===== config.mk =====
export PLATFORM = sky130hd
export DESIGN_NAME = sensor_avg_seq
export DESIGN_NICKNAME = d
export VERILOG_FILES = /design/src/rtl/sensor_avg_seq.sv
export SDC_FILE = /design/constraint.sdc
export NUM_CORES = 1
export LEC_CHECK = 0
export CELL_PAD_IN_SITES_DETAIL_PLACEMENT = 1
export CELL_PAD_IN_SITES_GLOBAL_PLACEMENT = 1
export CORE_MARGIN = 3
export CORE_UTILIZATION = 47
export DETAILED_ROUTE_END_ITERATION = 10
export PLACE_DENSITY_LB_ADDON = 0.12
export SYNTH_ARGS = -nofsm -noshare
export SYNTH_HDL_FRONTEND = slang
export SYNTH_SLANG_ARGS = --single-unit

===== constraint.sdc =====
create_clock -name clk_i -period 6.6 [get_ports clk_i]
set_input_delay 1.32 -clock clk_i [delete_from_list [all_inputs] [get_ports clk_i]]
set_output_delay 1.32 -clock clk_i [all_outputs]
set_load 0.01 [all_outputs]

===== src/rtl/sensor_avg_seq.sv =====
// Sensor averaging sequencer: snapshots all channels, accumulates the enabled ones
// one per cycle, then divides sum by count with a bit-serial restoring divider.
module sensor_avg_seq #(
  parameter  int N_SENSORS = 5,
  parameter  int DATA_W    = 8,
  localparam int SUM_W     = (N_SENSORS > 1) ? DATA_W + $clog2(N_SENSORS) : DATA_W + 1,
  localparam int CNT_W     = $clog2(N_SENSORS + 1)
) (
  input  logic                        clk_i,
  input  logic                        rst_i,
  input  logic                        start_i,
  input  logic [N_SENSORS*DATA_W-1:0] sensors_data_i,
  input  logic [N_SENSORS-1:0]        sensors_en_i,
  output logic                        busy_o,
  output logic                        valid_o,
  output logic [SUM_W-1:0]            temp_sum_o,
  output logic [CNT_W-1:0]            nr_active_sensors_o,
  output logic [DATA_W-1:0]           temp_avg_o,
  output logic                        no_sensor_o
);
  // One step counter serves both the channel walk and the divider bit count.
  localparam int STEP_MAX = (N_SENSORS > SUM_W) ? N_SENSORS : SUM_W;
  localparam int STEP_W   = $clog2(STEP_MAX + 1);

  typedef enum logic [1:0] {IDLE, ACCUM, DIV, DONE} state_t;

  state_t                      r_state, w_state_next;
  logic [N_SENSORS*DATA_W-1:0] r_data;
  logic [N_SENSORS-1:0]        r_en;
  logic [STEP_W-1:0]           r_idx;
  logic [SUM_W-1:0]            r_sum, r_quo;
  logic [CNT_W-1:0]            r_cnt, r_rem;
  logic                        r_valid, r_no_sensor;
  logic [SUM_W-1:0]            r_sum_out;
  logic [CNT_W-1:0]            r_cnt_out;
  logic [DATA_W-1:0]           r_avg_out;

  logic [DATA_W-1:0] w_ch_val;
  logic              w_ch_en, w_last_ch, w_last_bit, w_fits;
  logic [SUM_W-1:0]  w_sum_acc;
  logic [CNT_W-1:0]  w_cnt_acc;
  logic [CNT_W:0]    w_trial, w_diff;

  always_comb begin
    w_ch_val = '0;
    w_ch_en  = 1'b0;
    for (int k = 0; k < N_SENSORS; k++) begin
      if (r_idx == STEP_W'(k)) begin
        w_ch_val = r_data[k*DATA_W +: DATA_W];
        w_ch_en  = r_en[k];
      end
    end
  end

  assign w_sum_acc  = r_sum + (w_ch_en ? SUM_W'(w_ch_val) : '0);
  assign w_cnt_acc  = r_cnt + CNT_W'(w_ch_en);
  assign w_last_ch  = (r_idx == STEP_W'(N_SENSORS - 1));
  assign w_last_bit = (r_idx == STEP_W'(SUM_W - 1));
  // Partial remainder stays below the divisor, so CNT_W+1 bits hold the trial value.
  assign w_trial    = {r_rem, r_quo[SUM_W-1]};
  assign w_fits     = (w_trial >= {1'b0, r_cnt});
  assign w_diff     = w_trial - {1'b0, r_cnt};

  always_ff @(posedge clk_i or posedge rst_i) begin
    if (rst_i) r_state <= IDLE;
    else       r_state <= w_state_next;
  end

  always_comb begin
    w_state_next = r_state;
    case (r_state)
      IDLE:    if (start_i) w_state_next = ACCUM;
      ACCUM:   if (w_last_ch) w_state_next = (w_cnt_acc != '0) ? DIV : DONE;
      DIV:     if (w_last_bit) w_state_next = DONE;
      DONE:    w_state_next = IDLE;
      default: w_state_next = IDLE;
    endcase
  end

  always_ff @(posedge clk_i or posedge rst_i) begin
    if (rst_i) begin
      r_data      <= '0;
      r_en        <= '0;
      r_idx       <= '0;
      r_sum       <= '0;
      r_quo       <= '0;
      r_cnt       <= '0;
      r_rem       <= '0;
      r_valid     <= 1'b0;
      r_no_sensor <= 1'b0;
      r_sum_out   <= '0;
      r_cnt_out   <= '0;
      r_avg_out   <= '0;
    end else begin
      r_valid <= 1'b0;
      case (r_state)
        IDLE: begin
          if (start_i) begin
            r_data <= sensors_data_i;
            r_en   <= sensors_en_i;
            r_idx  <= '0;
            r_sum  <= '0;
            r_cnt  <= '0;
            r_quo  <= '0;
            r_rem  <= '0;
          end
        end
        ACCUM: begin
          r_sum <= w_sum_acc;
          r_cnt <= w_cnt_acc;
          if (w_last_ch) begin
            r_idx <= '0;
            r_quo <= w_sum_acc;
            r_rem <= '0;
          end else begin
            r_idx <= r_idx + 1'b1;
          end
        end
        DIV: begin
          r_quo <= {r_quo[SUM_W-2:0], w_fits};
          r_rem <= w_fits ? w_diff[CNT_W-1:0] : w_trial[CNT_W-1:0];
          r_idx <= r_idx + 1'b1;
        end
        DONE: begin
          // Mean never exceeds the largest channel, so the low DATA_W quotient bits suffice.
          r_sum_out   <= r_sum;
          r_cnt_out   <= r_cnt;
          r_avg_out   <= r_quo[DATA_W-1:0];
          r_no_sensor <= (r_cnt == '0);
          r_valid     <= 1'b1;
        end
        default: ;
      endcase
    end
  end

  assign busy_o              = (r_state != IDLE);
  assign valid_o             = r_valid;
  assign temp_sum_o          = r_sum_out;
  assign nr_active_sensors_o = r_cnt_out;
  assign temp_avg_o          = r_avg_out;
  assign no_sensor_o         = r_no_sensor;
endmodule

---- Word-level counts from Yosys, hierarchy flattened ----
Index checks and enable logic that the tools add are counted.
W data, S select, Z words.
cells by class
  add/sub/neg operators ................... 4
  order comparisons ....................... 1
  equal/unequal tests ..................... 11
  mux-type cells .......................... 29
  reductions and logical operators ........ 12
operators by type and width
  operator               count
  $mux W8                6
  $pmux W11 S3           1
  $mux W11               2
  $pmux W11 S2           1
  $pmux W4 S3            1
  $add A11 B8 Y11        1
  $mux W3                3
  $pmux W3 S3            1
  $eq A4 B2 Y1 const B   2
  $mux W4                2
  $pmux W2 S4            1
  $mux W1                7
  $mux W2                3
  $ne A2 B2 Y1 const B   3
  $pmux W3 S2            1
  $reduce_and A2 Y1      3
  $reduce_and A3 Y1      2
  $reduce_bool A3 Y1     2
  $add A4 B1 Y4 const B  1
  $eq A2 B2 Y1 const B   2
  $eq A4 B1 Y1 const B   1
  $eq A4 B3 Y1 const B   1
  $eq A4 B4 Y1 const B   1
  $ge A4 B3 Y1           1
  7 further kinds        8
storage, ports and cells
  register bits ........................... 103
  input bits .............................. 48
  output and inout bits ................... 25
  logic and storage cells ................. 70

---- Depth between registers and ports, before layout ----
  depth in word-level cells ............... 11
  gate-level depth with buffers ........... 16
  gate-level depth less buffers ........... 15

---- Worst setup path after synthesis ----
Ideal clock, no wire load.
  path type ............................... flip-flop to flip-flop
  from .................................... reg r_idx[0]
  to ...................................... reg r_quo[10]
  library setup time ...................... 91 ps
  arrival time ............................ 2863 ps
  required time ........................... 6509 ps
  path slack .............................. 3646 ps
  cell stages (with the launch flop) ...... 15
  path buffers ............................ 2
  period minus slack after synthesis ...... 2954 ps
  cells stage by stage .................... dfrtp_1 inv_1 ha_1 clkbuf_1 clkbuf_1 o211ai_1 a21oi_1 ha_1 inv_1 fa_1 nand2b_1 a21oi_1 o21ai_1 xor2_1 o221ai_1
between the ends
  longest elaborated chain between the ends .. 10
  elaborated cells on any way between the ends .. 21
  those cells by class .................... add/sub: 1; eq/ne: 5; mux: 13; reduce/logical: 2
ends and longest elaborated chain
  element                                                  line  RTL
  start: declaration                                       30    logic [STEP_W-1:0] r_idx;
  start signal: assignment                                 116   r_idx <= r_idx + 1'b1;
  start signal: assignment                                 122   r_idx <= r_idx + 1'b1;
  $logic_not A4 Y1                                         48    if (r_idx == STEP_W'(k)) begin
  $mux W8 / $mux W1 (equally long branches) (5 in series)  48
  $mux W8                                                  55    assign w_sum_acc = r_sum + (w_ch_en ? SUM_W'(w_ch_val) : '0);
  $add A11 B8 Y11                                          55
  $mux W11                                                 111   if (w_last_ch) begin
  $pmux W11 S3                                             96    case (r_state)
  end signal: assignment                                   113   r_quo <= w_sum_acc;
  end signal: assignment                                   120   r_quo <= {r_quo[SUM_W-2:0], w_fits};
  end: declaration                                         31    logic [SUM_W-1:0] r_sum, r_quo;
Parallel ways exist; a longest one is shown, timed or not. The select of a mux whose other input is x is not followed.
A chain may end at the register's enable or synchronous reset.

---- Worst setup path in the final report ----
  from .................................... reg r_idx[1]
  to ...................................... reg r_sum[8]
between the ends
  longest elaborated chain between the ends .. 9
  elaborated cells on any way between the ends .. 18
  those cells by class .................... add/sub: 1; eq/ne: 4; mux: 12; reduce/logical: 1
ends and longest elaborated chain
  element                                                  line  RTL
  $logic_not A4 Y1                                         48
  $mux W8 / $mux W1 (equally long branches) (5 in series)  48
  $mux W8 *                                                55
  $add A11 B8 Y11 *                                        55
  $pmux W11 S2 *                                           96
  end signal: assignment                                   109   r_sum <= w_sum_acc;
  end: declaration                                         31
Every way passes the cells marked *; elsewhere a longest branch is shown, timed or not.

==> results.toml <==
[clock_network]
clkSlewWorstSetupHoldPaths_ns = 0.10
cts_buffer_depth = 2
cts_tree = "yes"
postCtsHoldBufs = 0
cts_buffers = 9
cts_max_level = 3
cts_sinks = 103
postCtsSetupBuffers = 0
clock_latency_ns = 0.38
clock-root-buffer = "clkbuf_8"
post_cts_resize_count = 0

[hold_path]
worst_hold_path_type = "reg -> reg"
hold_start = "r_rem[2]"

[global_routing]
grt-ovfl-total = 0
grt_busiest_layer = "met2"
met2_usage_pct = 36.8
grt_first_pass_wirelength_mm = 20.6
grt_pass1_vias = 4075
use_met3_pct = 4.20
grt_start_max_net_pins = 54
antenna_found_initial = 0
use_met1_pct = 25.2
grt_usage_pct = 20.5

[run_status]
run_status = "completed"

[detailed_routing]
drt-wirelength-per-cell_um = 18.3
dr_total_vias = 3771
first_pass_iters = 4
totalWireLength_mm = 12.2
drc_errors = 0
drt_iter0_drc = 155
final_antenna_net_count = 0
vias_per_cell = 5.65

[setup_path]
worstSetupEndpointType = "flop"
r2r-start = "r_idx[1]"
crit_type = "reg -> reg"
cp_max_fo = 18
crit_arrival_ns = 3.94
cp.required_ns = 6.85
critPathLaunch = "r_idx[1]"
startpoint_type = "flop"

[synthesis]
ys_seq_area_share_pct = 49.5
synth_area_leaders = "dfrtp_1 50%, mux2_2 15%, ha_1 5.0%"
avgSynthCellArea_um2 = 11.2
syn_nets = 536
synth_top_area_share_pct = 49.5
ys_async_sr_fraction_pct = 100
synth_top_area_cell = "dfrtp_1"
yosys_warnings = 0
ys_seq_elements = 103
synth_edf_count = 0
synthFlopType = "dfrtp_1"
synth_cell_type_count = 53
syn_inst = 465
netlist_area_um2 = 5200

[sta]
max_freq_mhz = 271
setup_viol = 0
finalSetupTns_ns = 0
post-route-period-util_pct = 56.0
worstMarginPinSlew_ns = 1.07
drv_slew = 0
relSlewSlack_pct = 28.5
min_period_ns = 3.69
skew_ns = 0.00906
hold_viol_final = 0
rsz0062_at_grt = "no"

[finish]
diodes = 0
final_common_cell = "dfrtp_1"
area_delta_synth_final_pct = 19.4
drive_gt1_share_pct = 19.5
fin_nets = 599
utilization_pct = 58.9
mostFrequentLayoutCells = "103 x dfrtp_1, 72 x clkdlybuf4s50_1, 68 x mux2_2"

[power]
sw_frac_of_total_pct = 39.8
p_clk_share_pct = 15.0
ir_drop_mv = 0.198
switchingPower_w = 0.00115
p_seq_share_pct = 36.4
internal-power_w = 0.00174
p_comb_share_pct = 48.6
power_density_nw_per_um2 = 465
leakage_nw = 2.68

[floorplan]
fp-row-count = 37
coreArea_um2 = 10600
start_util_pct = 49.3
ios = 73
die_w_um = 111
dieArea_um2 = 12400
fp.dieH_um = 111

[place]
port_buffers = 72
post-dp-hpwl_mm = 9.19
place.gp.congestion = 0.845

[flow_run]
drv_cap = 0
Yosys cell counts, types with 3 or more instances:
cell and n:
buf_2 8, o211ai_1 12, xnor2_1 3, o21ai_1 5, nand3_1 3, nand2b_1 15, a21oi_1 23, inv_1 16
o22ai_1 4, xor2_1 4, mux2_2 68, o21ai_0 29, o21ai_2 4, a22oi_1 8, a21o_1 6, dfrtp_1 103
nand3b_1 5, nand4_1 5, ha_1 21, nor2_1 12, nand2_1 54, a211oi_1 4, clkbuf_1 9, nor3_1 5
flip-flops by register name, summed over array words and instances (netlist names), 2 cells and up:
register             flops
r_state                  2
r_rem                    3
r_cnt                    3
r_idx                    4
nr_active_sensors_o      3
r_data                  40
r_en                     5
temp_sum_o              11
r_sum                   11
r_quo                   11
temp_avg_o               8
through the flow:
step,power (W),cells,cell area (um^2),hold slack (ns),setup WS (ns)
4_1_cts,0.00292,668,6210,0.506,2.93
6_report,0.00289,668,6210,0.499,2.91
2_1_floorplan,0.00204,465,5200,0.451,2.58
5_1_grt,0.00311,668,6210,0.522,2.61
3_3_place_gp,0.00239,653,6000,0.473,2.78
3_5_place_dp,0.00248,653,6000,0.484,2.74
final timing paths:
kind                       depth (start not counted)  slack (ns)                      to
max reg2reg                                       14        2.91                r_sum[8]
max                                               14        2.91                r_sum[8]
max in group asynchronous                          3        4.11              r_data[38]
min                                                2        0.50                r_rem[2]
min in group asynchronous                          2        1.38  nr_active_sensors_o[2]
min reg2reg                                        2        0.50                r_rem[2]
final cells by class:
class                      count  area, um^2
clock inverter                 5        82.6
sequential                   103        2580
timing repair buffer          74         736
clock buffer                  10         128
multi-input combinational    323        2450
tap                          136         170
inverter                      17        66.3
fill                        1126        4340
logic make-up after synthesis:
family                     synth area share, %
adders and majority gates                 5.82
muxes                                     15.1
DFF                                       49.5
xor gates and xnor gates                  1.18
and+or+nand+nor                           10.7
buffers and inverters                     3.37
AOI/OAI and AO/OA                         14.4
metal layers:
layer,wire length (um),part of all wire (%),vias up
met1,5320,44,1921
met4,115,0.94,0
met2,6360,52,70
met5,0,0,-
met3,425,3.5,9
li1,-,-,1771
critical path, stage by stage, from the launching register on:
cell	delay [ns]
dfrtp_1	0.43
inv_1	0.12
ha_1	0.53
a21oi_1	0.14
a21oi_1	0.23
o21ai_2	0.18
a21oi_1	0.21
ha_1	0.22
inv_1	0.06
fa_1	0.39
nand2b_1	0.20
a21oi_1	0.34
o21ai_1	0.21
a21oi_1	0.19
o22ai_1	0.11
power by group through the flow:
stage | clock network [W] | registers (W) | logic [W]
after floorplan | 0 | 0.00103 | 0.00101
after global placement | 0 | 0.00105 | 0.00134
after detailed placement | 0 | 0.00107 | 0.00141
after CTS | 0.000447 | 0.00105 | 0.00142
after global routing | 0.000471 | 0.00109 | 0.00155
final | 0.000434 | 0.00105 | 0.00140
Power figures use the tool's default switching activity.
